===== src/rtl/timer_irq_peripheral.sv =====
// -----------------------------------------------------------------------------
// timer_irq_peripheral
//
// Memory-mapped timer that sits on the CPU's MEM-stage load/store bus next to
// the data memory and drives the CPU's interrupt input.
//
// Function:
//   - Reloadable 32-bit up-counter (TL) that advances once every PRESCALE
//     enabled clock cycles. On overflow (TL == 0xFFFFFFFF) it reloads from TH
//     and, if interrupts are enabled, latches the overflow flag IF.
//   - Free-running 32-bit cycle counter (SYSTICK), independent of EN.
//   - Level interrupt request IRQ, registered from IE & IF.
//
// Register window (32 bytes at BASE_ADDR, Address[1:0] ignored):
//   0x00 TH       reload value              (RW)
//   0x04 TL       count; store clears prescaler (RW)
//   0x08 TCON     [0] EN, [1] IE, [2] IF    (RW; IF can only be cleared by SW)
//   0x0C PRE      prescaler phase           (RO)
//   0x10 SYSTICK  free-running cycle count  (RO)
//   0x14-0x1C     read 0, stores ignored
//
// Ports:
//   clk         system clock, all state changes on its rising edge
//   reset       asynchronous, active-low reset
//   Address     byte address of the current MEM-stage access
//   Write_data  store data
//   MemRead     load strobe
//   MemWrite    store strobe
//   hit         Address falls inside the register window (combinational)
//   Read_data   load data, combinational, 0 unless hit && MemRead
//   IRQ         interrupt request, registered level
//
// Bus timing: MemRead and MemWrite are single-cycle strobes with no handshake
// and no wait states. A load returns data combinationally in the same cycle
// from the registers' current (pre-edge) values. A store is committed at the
// rising edge that ends the cycle in which MemWrite && hit is seen. When both
// strobes are high the store is committed and the load still shows the
// pre-edge value.
// -----------------------------------------------------------------------------
module timer_irq_peripheral #(
    parameter logic [31:0] BASE_ADDR = 32'h4000_0000,
    parameter int unsigned PRESCALE  = 1
) (
    input  logic        clk,
    input  logic        reset,
    input  logic [31:0] Address,
    input  logic [31:0] Write_data,
    input  logic        MemRead,
    input  logic        MemWrite,
    output logic        hit,
    output logic [31:0] Read_data,
    output logic        IRQ
);

    // Last prescaler phase; the cycle the prescaler sits here is a tick.
    localparam logic [31:0] PRE_LAST = 32'(PRESCALE - 1);

    localparam logic [2:0] OFF_TH      = 3'd0;
    localparam logic [2:0] OFF_TL      = 3'd1;
    localparam logic [2:0] OFF_TCON    = 3'd2;
    localparam logic [2:0] OFF_PRE     = 3'd3;
    localparam logic [2:0] OFF_SYSTICK = 3'd4;

    localparam logic [31:0] TL_MAX = 32'hFFFF_FFFF;

    // ------------------------------------------------------------------
    // State
    // ------------------------------------------------------------------
    logic [31:0] th_q,  th_d;
    logic [31:0] tl_q,  tl_d;
    logic [31:0] pre_q, pre_d;
    logic [31:0] systick_q;
    logic        en_q,  en_d;
    logic        ie_q,  ie_d;
    logic        if_q,  if_d;
    logic        irq_q, irq_d;

    // ------------------------------------------------------------------
    // Address decode
    // ------------------------------------------------------------------
    logic [2:0] offset;
    logic       store;
    logic       wr_th;
    logic       wr_tl;
    logic       wr_tcon;

    // Byte-lane bits play no part in register selection.
    logic unused_byte_lane;
    assign unused_byte_lane = ^Address[1:0];

    assign hit     = (Address[31:5] == BASE_ADDR[31:5]);
    assign offset  = Address[4:2];
    assign store   = MemWrite && hit;
    assign wr_th   = store && (offset == OFF_TH);
    assign wr_tl   = store && (offset == OFF_TL);
    assign wr_tcon = store && (offset == OFF_TCON);

    // ------------------------------------------------------------------
    // Counting events
    // ------------------------------------------------------------------
    logic tick;
    logic overflow;

    assign tick     = en_q && (pre_q == PRE_LAST);
    assign overflow = tick && (tl_q == TL_MAX);

    // ------------------------------------------------------------------
    // Next-state logic
    // ------------------------------------------------------------------
    always_comb begin
        th_d  = th_q;
        tl_d  = tl_q;
        pre_d = pre_q;
        en_d  = en_q;
        ie_d  = ie_q;
        if_d  = if_q;

        // Prescaler only moves while enabled; disabling it freezes the phase.
        if (en_q) begin
            pre_d = tick ? 32'd0 : pre_q + 32'd1;
        end

        // Reload takes the pre-edge TH, so a TH store on the overflow edge
        // only affects the following overflow.
        if (tick) begin
            tl_d = overflow ? th_q : tl_q + 32'd1;
        end

        if (wr_th) begin
            th_d = Write_data;
        end

        // A TL store overrides whatever the counter was about to do.
        if (wr_tl) begin
            tl_d  = Write_data;
            pre_d = 32'd0;
        end

        if (wr_tcon) begin
            en_d = Write_data[0];
            ie_d = Write_data[1];
            if (!Write_data[2]) begin
                if_d = 1'b0;
            end
        end

        // Hardware set is applied after the software clear so an overflow
        // coinciding with a clear is never lost. A TL store on the same edge
        // cancels the overflow entirely, including its flag.
        if (overflow && ie_q && !wr_tl) begin
            if_d = 1'b1;
        end
    end

    // IRQ follows the stored flag with one cycle of lag: it rises on the
    // edge after IF is set and falls on the edge after IF or IE is cleared.
    assign irq_d = ie_q && if_q;

    // ------------------------------------------------------------------
    // Registers
    // ------------------------------------------------------------------
    always_ff @(posedge clk or negedge reset) begin
        if (!reset) begin
            th_q      <= 32'd0;
            tl_q      <= 32'd0;
            pre_q     <= 32'd0;
            systick_q <= 32'd0;
            en_q      <= 1'b0;
            ie_q      <= 1'b0;
            if_q      <= 1'b0;
            irq_q     <= 1'b0;
        end else begin
            th_q      <= th_d;
            tl_q      <= tl_d;
            pre_q     <= pre_d;
            systick_q <= systick_q + 32'd1;
            en_q      <= en_d;
            ie_q      <= ie_d;
            if_q      <= if_d;
            irq_q     <= irq_d;
        end
    end

    assign IRQ = irq_q;

    // ------------------------------------------------------------------
    // Load path
    // ------------------------------------------------------------------
    logic [31:0] rd_mux;

    always_comb begin
        rd_mux = 32'd0;
        case (offset)
            OFF_TH:      rd_mux = th_q;
            OFF_TL:      rd_mux = tl_q;
            OFF_TCON:    rd_mux = {29'd0, if_q, ie_q, en_q};
            OFF_PRE:     rd_mux = pre_q;
            OFF_SYSTICK: rd_mux = systick_q;
            default:     rd_mux = 32'd0;
        endcase
    end

    assign Read_data = (hit && MemRead) ? rd_mux : 32'd0;

endmodule


===== config.mk =====
export PLATFORM = sky130hd
export DESIGN_NAME = timer_irq_peripheral
export DESIGN_NICKNAME = d
export VERILOG_FILES = /design/src/rtl/timer_irq_peripheral.sv
export SDC_FILE = /design/constraint.sdc
export NUM_CORES = 1
export LEC_CHECK = 0
export ABC_AREA = 0
export ABC_CLOCK_PERIOD_IN_PS = 3670
export CAP_MARGIN = 20
export CORE_MARGIN = 2
export CORE_UTILIZATION = 56
export CTS_CLUSTER_SIZE = 10
export DETAILED_ROUTE_END_ITERATION = 10
export GPL_ROUTABILITY_DRIVEN = 0
export PLACE_DENSITY = 0.9
export SETUP_SLACK_MARGIN = 0.2
export SLEW_MARGIN = 20
export SYNTH_ARGS = -nofsm -noshare
export SYNTH_HDL_FRONTEND = slang
export SYNTH_SLANG_ARGS = --single-unit

===== constraint.sdc =====
create_clock -name clk -period 3.67 [get_ports clk]
set_clock_uncertainty 0.05 [all_clocks]
set_input_delay 1.101 -clock clk [delete_from_list [all_inputs] [get_ports clk]]
set_output_delay 1.101 -clock clk [all_outputs]
set_load 0.05 [all_outputs]

==> flow_metrics.tcl, run 1 <==
set metrics [dict create \
    status "finished with violations" \
    failed_checks "setup timing" \
    p_clk_frac 0.493 \
    wl_met1_mm 9.91 \
    synth.avg_cell_area_um2 9.37 \
    hold_ws_ps 450 \
    crit_end "Read_data[3]" \
    power_density_nw_per_um2 301 \
    worstMarginPinSlew_ps 1000 \
    port_buffers 99 \
    comb_power_share 0.067 \
    die_area_um2 14800 \
    cts_buffers 17 \
    dr_wl_met2_mm 13.5 \
    rsz0062_at_grt "true" \
    switching_share 0.224 \
    clock_path_buffers 2 \
    crit_chain "buf_6 -> or4_4 -> nor3_4 -> o211ai_1 -> buf_4 -> clkbuf_16 -> a21oi_4 -> buf_12" \
    dp_cells 1108 \
    clk_pin_slew_ps 60 \
    finalCriticalPeriod_ps 4030 \
    crit_type "in2out" \
    fin_crit_sh 1.10 \
    syn_to_final_growth_pct 41.5 \
    drt_first_pass_iters 11 \
    syn_inst 829 \
    setup.worst_path.end_class "output port" \
    synth-warning-count 0 \
    wirelength_mm 29.6 \
    power_mw 3.31 \
    highest_layer "met4" \
    diodes 0 \
    holdPathStages 1 \
    slew-limit-headroom 0.325 \
    grt_antenna_before_repair 0 \
    crit_fanout 8 \
    num_vias 8369 \
    hold_class "reg2reg" \
    peakVddDrop_mv 0.340 \
    yosysMostFrequentCell "dfrtp_1" \
    r2r-end "tl_q[30]$_DFFE_PN0P_" \
    final_area_um2 11000 \
    dpl_cell_area_um2 9970 \
    max_freq_mhz 248 \
    async_reset_ff_frac 1.00 \
    root_buffer "clkbuf_16" \
    io_pins 102 \
    synth.ff_latch_count 132 \
    arrival_ps 2880 \
    synth_cell_type_count 61 \
    pre_cts_slack_ps -625 \
    slowest_stage "or4_4" \
    clock-sinks 132 \
    post-route-util 0.801 \
    setup-tns-final_ps -10040 \
    grtUsageTotal 0.413 \
    internal_power_mw 2.57 \
    hold_buffers 0 \
    critPathLaunch "Address[22]" \
    ys_top_cells_by_area "dfrtp_1, a22oi_1, xnor2_1" \
    drc 0 \
    die_height_um 122 \
    core_um2 13700 \
    drt_iter0_markers 1735 \
    drive_gt1_frac 0.259 \
    synth_edf_count 0 \
    ant_nets 0 \
    power_switching_mw 0.741 \
    grt_max_degree 51 \
    slew_viol_final 0 \
    final_cells 1165 \
    p_seq_frac 0.440 \
    fin_ws_ps -363 \
    final-hold-violation-count 0 \
    setup_viol 32 \
    grt_pass1_vias 8376 \
    startpoint_type "input pin" \
    synth_top_cell_area_share 0.425 \
    dp_hpwl_mm 17.6 \
    yosysSeqAreaShare 0.425 \
    grt_pass1_wl_mm 46.3 \
    cp_data_required_time_ps 2520 \
    rows 43 \
    wl_met3_mm 3.54 \
    gr-total-overflow 0 \
    synth_ff_type "dfrtp_1" \
    slowest_delay_ps 560 \
    via_per_inst 7.18 \
    yosys.area.top_type "dfrtp_1" \
    wl_per_cell_um 25.4 \
    p_leak_nw 4.47 \
    cap_violations 0 \
    initial_utilization 0.566 \
    die_x_um 122 \
    synth.cell_area_um2 7760 \
    final_nets 1047 \
    cts_tree "yes" \
    htreeDepth 4 \
    r2r-start "tl_q[0]$_DFFE_PN0P_" \
    syn_nets 901 \
    reg2reg_slack_ps 580 \
    rr_worst_depth 7 \
    synth_commonest_cells "dfrtp_1, a22oi_1, nor2_1" \
    clk_latency_ps 440 \
]
[flip-flops by register name, summed over array words and instances, names as in the netlist]
name	count
tl_q	32
if_q	1
en_q	1
ie_q	1
systick_q	32
th_q	32
IRQ	1
pre_q	32
[layout by cell type, fill, tap and decap left out, types with 6 or more instances in the layout]
cell	instances
and3_1	14
buf_4	59
nand2_1	65
nand4_1	32
clkbuf_16	18
clkdlybuf4s50_1	35
a22oi_1	60
mux2_1	24
nor2_1	61
nor4_2	12
buf_6	10
mux2_2	15
a21oi_4	29
clkdlybuf4s15_1	9
and4_1	8
nor3_2	7
o21ai_0	37
a22oi_2	11
nand3_1	33
a31oi_1	9
nor4_1	16
mux2i_1	7
buf_12	44
nor3_1	15
xnor2_1	46
inv_1	19
dlygate4sd2_1	9
o22ai_1	6
and2_1	6
xor2_1	15
dfrtp_1	132
a21oi_1	20
[worst min path at each step]
stage / endpoint / from / slack [ps]
after floorplan: systick_q[31]$_DFF_PN0_ / systick_q[31]$_DFF_PN0_ / 400
after global placement: systick_q[22]$_DFF_PN0_ / systick_q[22]$_DFF_PN0_ / 430
after detailed placement: systick_q[22]$_DFF_PN0_ / systick_q[22]$_DFF_PN0_ / 440
after CTS: systick_q[10]$_DFF_PN0_ / systick_q[10]$_DFF_PN0_ / 450
after global routing: systick_q[22]$_DFF_PN0_ / systick_q[22]$_DFF_PN0_ / 470
final: systick_q[10]$_DFF_PN0_ / systick_q[10]$_DFF_PN0_ / 450
[layer usage]
layer,GRT usage,vias up
met5,0.0104,-
met4,0.282,0
met3,0.136,273
met2,0.638,754
met1,0.488,3959
li1,-,3383
[critical path, delay by kind of cell]
family	cells	cell delay [ps]
buffers and inverters	4	630
AOI/OAI and AO/OA	2	360
and+or+nand+nor	2	790
[repair_timing]
action | CTS | global route
setup buffers | 16 | 5
gates resized for setup | 97 | 14
endpoints found under the hold margin | 0 | 0
gates cloned | 7 | 0
setup endpoints to repair | 33 | 52
pin swaps | 20 | 7
[area by class of cell]
type | count | area, um2
Clock buffer | 25 | 505
Clock inverter | 4 | 47.5
Fill cell | 743 | 2730
Inverter | 20 | 75.1
Multi-Input combinational cell | 625 | 4670
Sequential cell | 132 | 3300
Tap cell | 180 | 225
Timing Repair Buffer | 179 | 2160
[kinds of logic (layout without fill, tap and decap cells)]
logic type / count (synthesis) / in the layout / synth area share
and+or+nand+nor: 310 / 310 / 0.224
AOI/OAI and AO/OA: 204 / 204 / 0.171
DFF: 132 / 132 / 0.425
buffers and inverters: 72 / 228 / 0.0388
xor gates and xnor gates: 61 / 61 / 0.0688
muxes: 46 / 46 / 0.0656
adders and majority gates: 4 / 4 / 0.00645
[power groups by stage]
stage	Clock, mW	Combinational (mW)	Sequential, mW
floorplan	0	0.0406	1.48
global placement	0	0.182	1.48
detailed placement	0	0.187	1.48
CTS	1.62	0.211	1.46
global route	1.70	0.233	1.46
finish	1.63	0.221	1.46
Note: power is estimated with default switching activity, not from simulation.
==> run 2, diff against run 1 <==
CORE_UTILIZATION = 40   (was 56)
PLACE_DENSITY = 0.7   (was 0.9)
SLEW_MARGIN = default   (was 20)
==> run 2 against run 1 <==
  * The flow still finishes with violations (setup timing)
  * Final area is 0.47% higher
  * Non-clock buffer count is 5 lower
  * Wire length is 11% lower
  * Critical endpoint is now Read_data[5]
  * Largest cell class unchanged
  * Die area is 39% higher
  * Utilization is 22 points lower
  * Highest routed layer unchanged
  * Global-route usage is 15 points lower
  * Critical path depth stayed put
  * Combinational power is 6% lower
  * Clock-buffer cell count is 1 lower
  * Total power hardly changed
==> flow_metrics.tcl, run 2 (synthesis results as in run 1) <==
set metrics [dict create \
    status "finished with violations" \
    failed_checks "setup timing" \
    cp_top_family "simple AND/OR/NAND/NOR gates" \
    rows 50 \
    cts_buffers 17 \
    r2r-start "tl_q[0]$_DFFE_PN0P_" \
    rr_worst_depth 6 \
    drc 0 \
    grt_pass1_vias 7261 \
    die_height_um 143 \
    fin_ws_ps -327 \
    cp.depth 8 \
    hp-start "systick_q[22]$_DFF_PN0_" \
    grt_pass1_wl_mm 41.3 \
    finalCriticalPeriod_ps 4000 \
    setup.worst_path.end_class "output port" \
    hold_class "reg2reg" \
    cap_violations 0 \
    core_um2 18900 \
    cp_data_required_time_ps 2520 \
    crit_type "in2out" \
    drive_gt1_frac 0.256 \
    final-hold-violation-count 0 \
    drt_first_pass_iters 6 \
    layout.cells.most_common "dfrtp_1" \
    slew-limit-headroom 0.401 \
    dp_hpwl_mm 17.6 \
    wl_per_cell_um 21.3 \
    post-route-util 0.584 \
    clock_path_buffers 2 \
    port_buffers 99 \
    r2r-end "tl_q[6]$_DFFE_PN0P_" \
    pre_cts_slack_ps -637 \
    hold_ws_ps 456 \
    gr-total-overflow 0 \
    diodes 0 \
    slew_viol_final 0 \
    holdPathEnd "systick_q[22]$_DFF_PN0_" \
    initial_utilization 0.411 \
    clk_pin_slew_ps 60 \
    ant_nets 0 \
    worstMarginPinSlew_ps 896 \
    wirelength_mm 26.5 \
    die_area_um2 20500 \
    max_freq_mhz 250 \
    clk_latency_ps 430 \
    grtUsageTotal 0.265 \
    final_nets 1042 \
    holdPathStages 1 \
    via_per_inst 6.07 \
    path_buf_inv 4 \
    power_density_nw_per_um2 300 \
    htreeDepth 4 \
    num_vias 7546 \
    final_cell_mix "dfrtp_1, nand2_1, nor2_1, a22oi_1, buf_4" \
    grt_max_degree 78 \
    clock-sinks 132 \
    slowest_stage "or4_4" \
    fin_crit_sh 1.09 \
    syn_to_final_growth_pct 42.1 \
    startpoint_type "input pin" \
    power_mw 3.31 \
    crit_path_frequent_cell "buf_12" \
    rsz0062_at_grt "true" \
    crit_chain "clkbuf_2 -> or4_4 -> nor3_4 -> o211ai_1 -> buf_4 -> buf_12 -> a21oi_4 -> buf_12" \
    p_leak_nw 4.44 \
    cts_tree "yes" \
    slowest_delay_ps 550 \
    arrival_ps 2850 \
    crit_fanout 7 \
    grt_antenna_before_repair 0 \
    drt_iter0_markers 989 \
    die_x_um 143 \
    peakVddDrop_mv 0.305 \
    root_buffer "clkbuf_16" \
    io_pins 102 \
    reg2reg_slack_ps 810 \
    setup_viol 33 \
]
## run 2: metal layers
metal	GRT usage	routed length (um)	vias up
met5	0	0	-
met4	0.0991	911	0
met3	0.0650	2450	63
met2	0.411	12200	430
met1	0.360	10900	3684
li1	-	-	3369
## run 2: cell type report
type | count | area, um2
Timing Repair Buffer | 174 | 2100
Clock inverter | 8 | 75.1
Fill cell | 1571 | 7860
Inverter | 20 | 75.1
Clock buffer | 24 | 492
Sequential cell | 132 | 3300
Tap cell | 260 | 325
Multi-Input combinational cell | 625 | 4670
## run 2: where the power goes
part           internal (mW)  leakage (nW)  switching [mW]  total (mW)
clock network          0.999         0.268           0.648        1.65
registers               1.46          1.70    0.0000000905        1.46
logic                 0.0991          2.47           0.108       0.207
total                   2.55          4.44           0.755        3.31
## run 2: stage by stage
step	area, um2	instances	TNS [ps]
final	11000	1243	-9330
after global routing	11000	1243	-11930
after CTS	11000	1241	-8580
after detailed placement	10000	1187	-17910
after global placement	10000	1187	-17420
after floorplan	8140	829	-21820
## run 2: repair_timing
action / CTS / global route
gates resized for setup: 108 / 13
hold buffers: 0 / 0
buffers inserted: 15 / 2
endpoints found under the setup margin: 33 / 33
pin swaps: 14 / 9
cloned: 7 / 0
## run 2: worst max path at each step
stage | endpoint | slack [ps] | startpoint
2_1_floorplan | Read_data[24] | -690 | Address[22]
3_3_place_gp | Read_data[31] | -620 | Address[6]
3_5_place_dp | Read_data[31] | -640 | Address[22]
4_1_cts | Read_data[5] | -290 | Address[31]
5_1_grt | Read_data[3] | -400 | Address[20]
6_report | Read_data[5] | -330 | Address[24]
==> run 3, diff against run 2 <==
CAP_MARGIN = 5   (was 20)
==> results of run 3 <==
No change in the layout: final DEF, timing and power equal those of run 2.
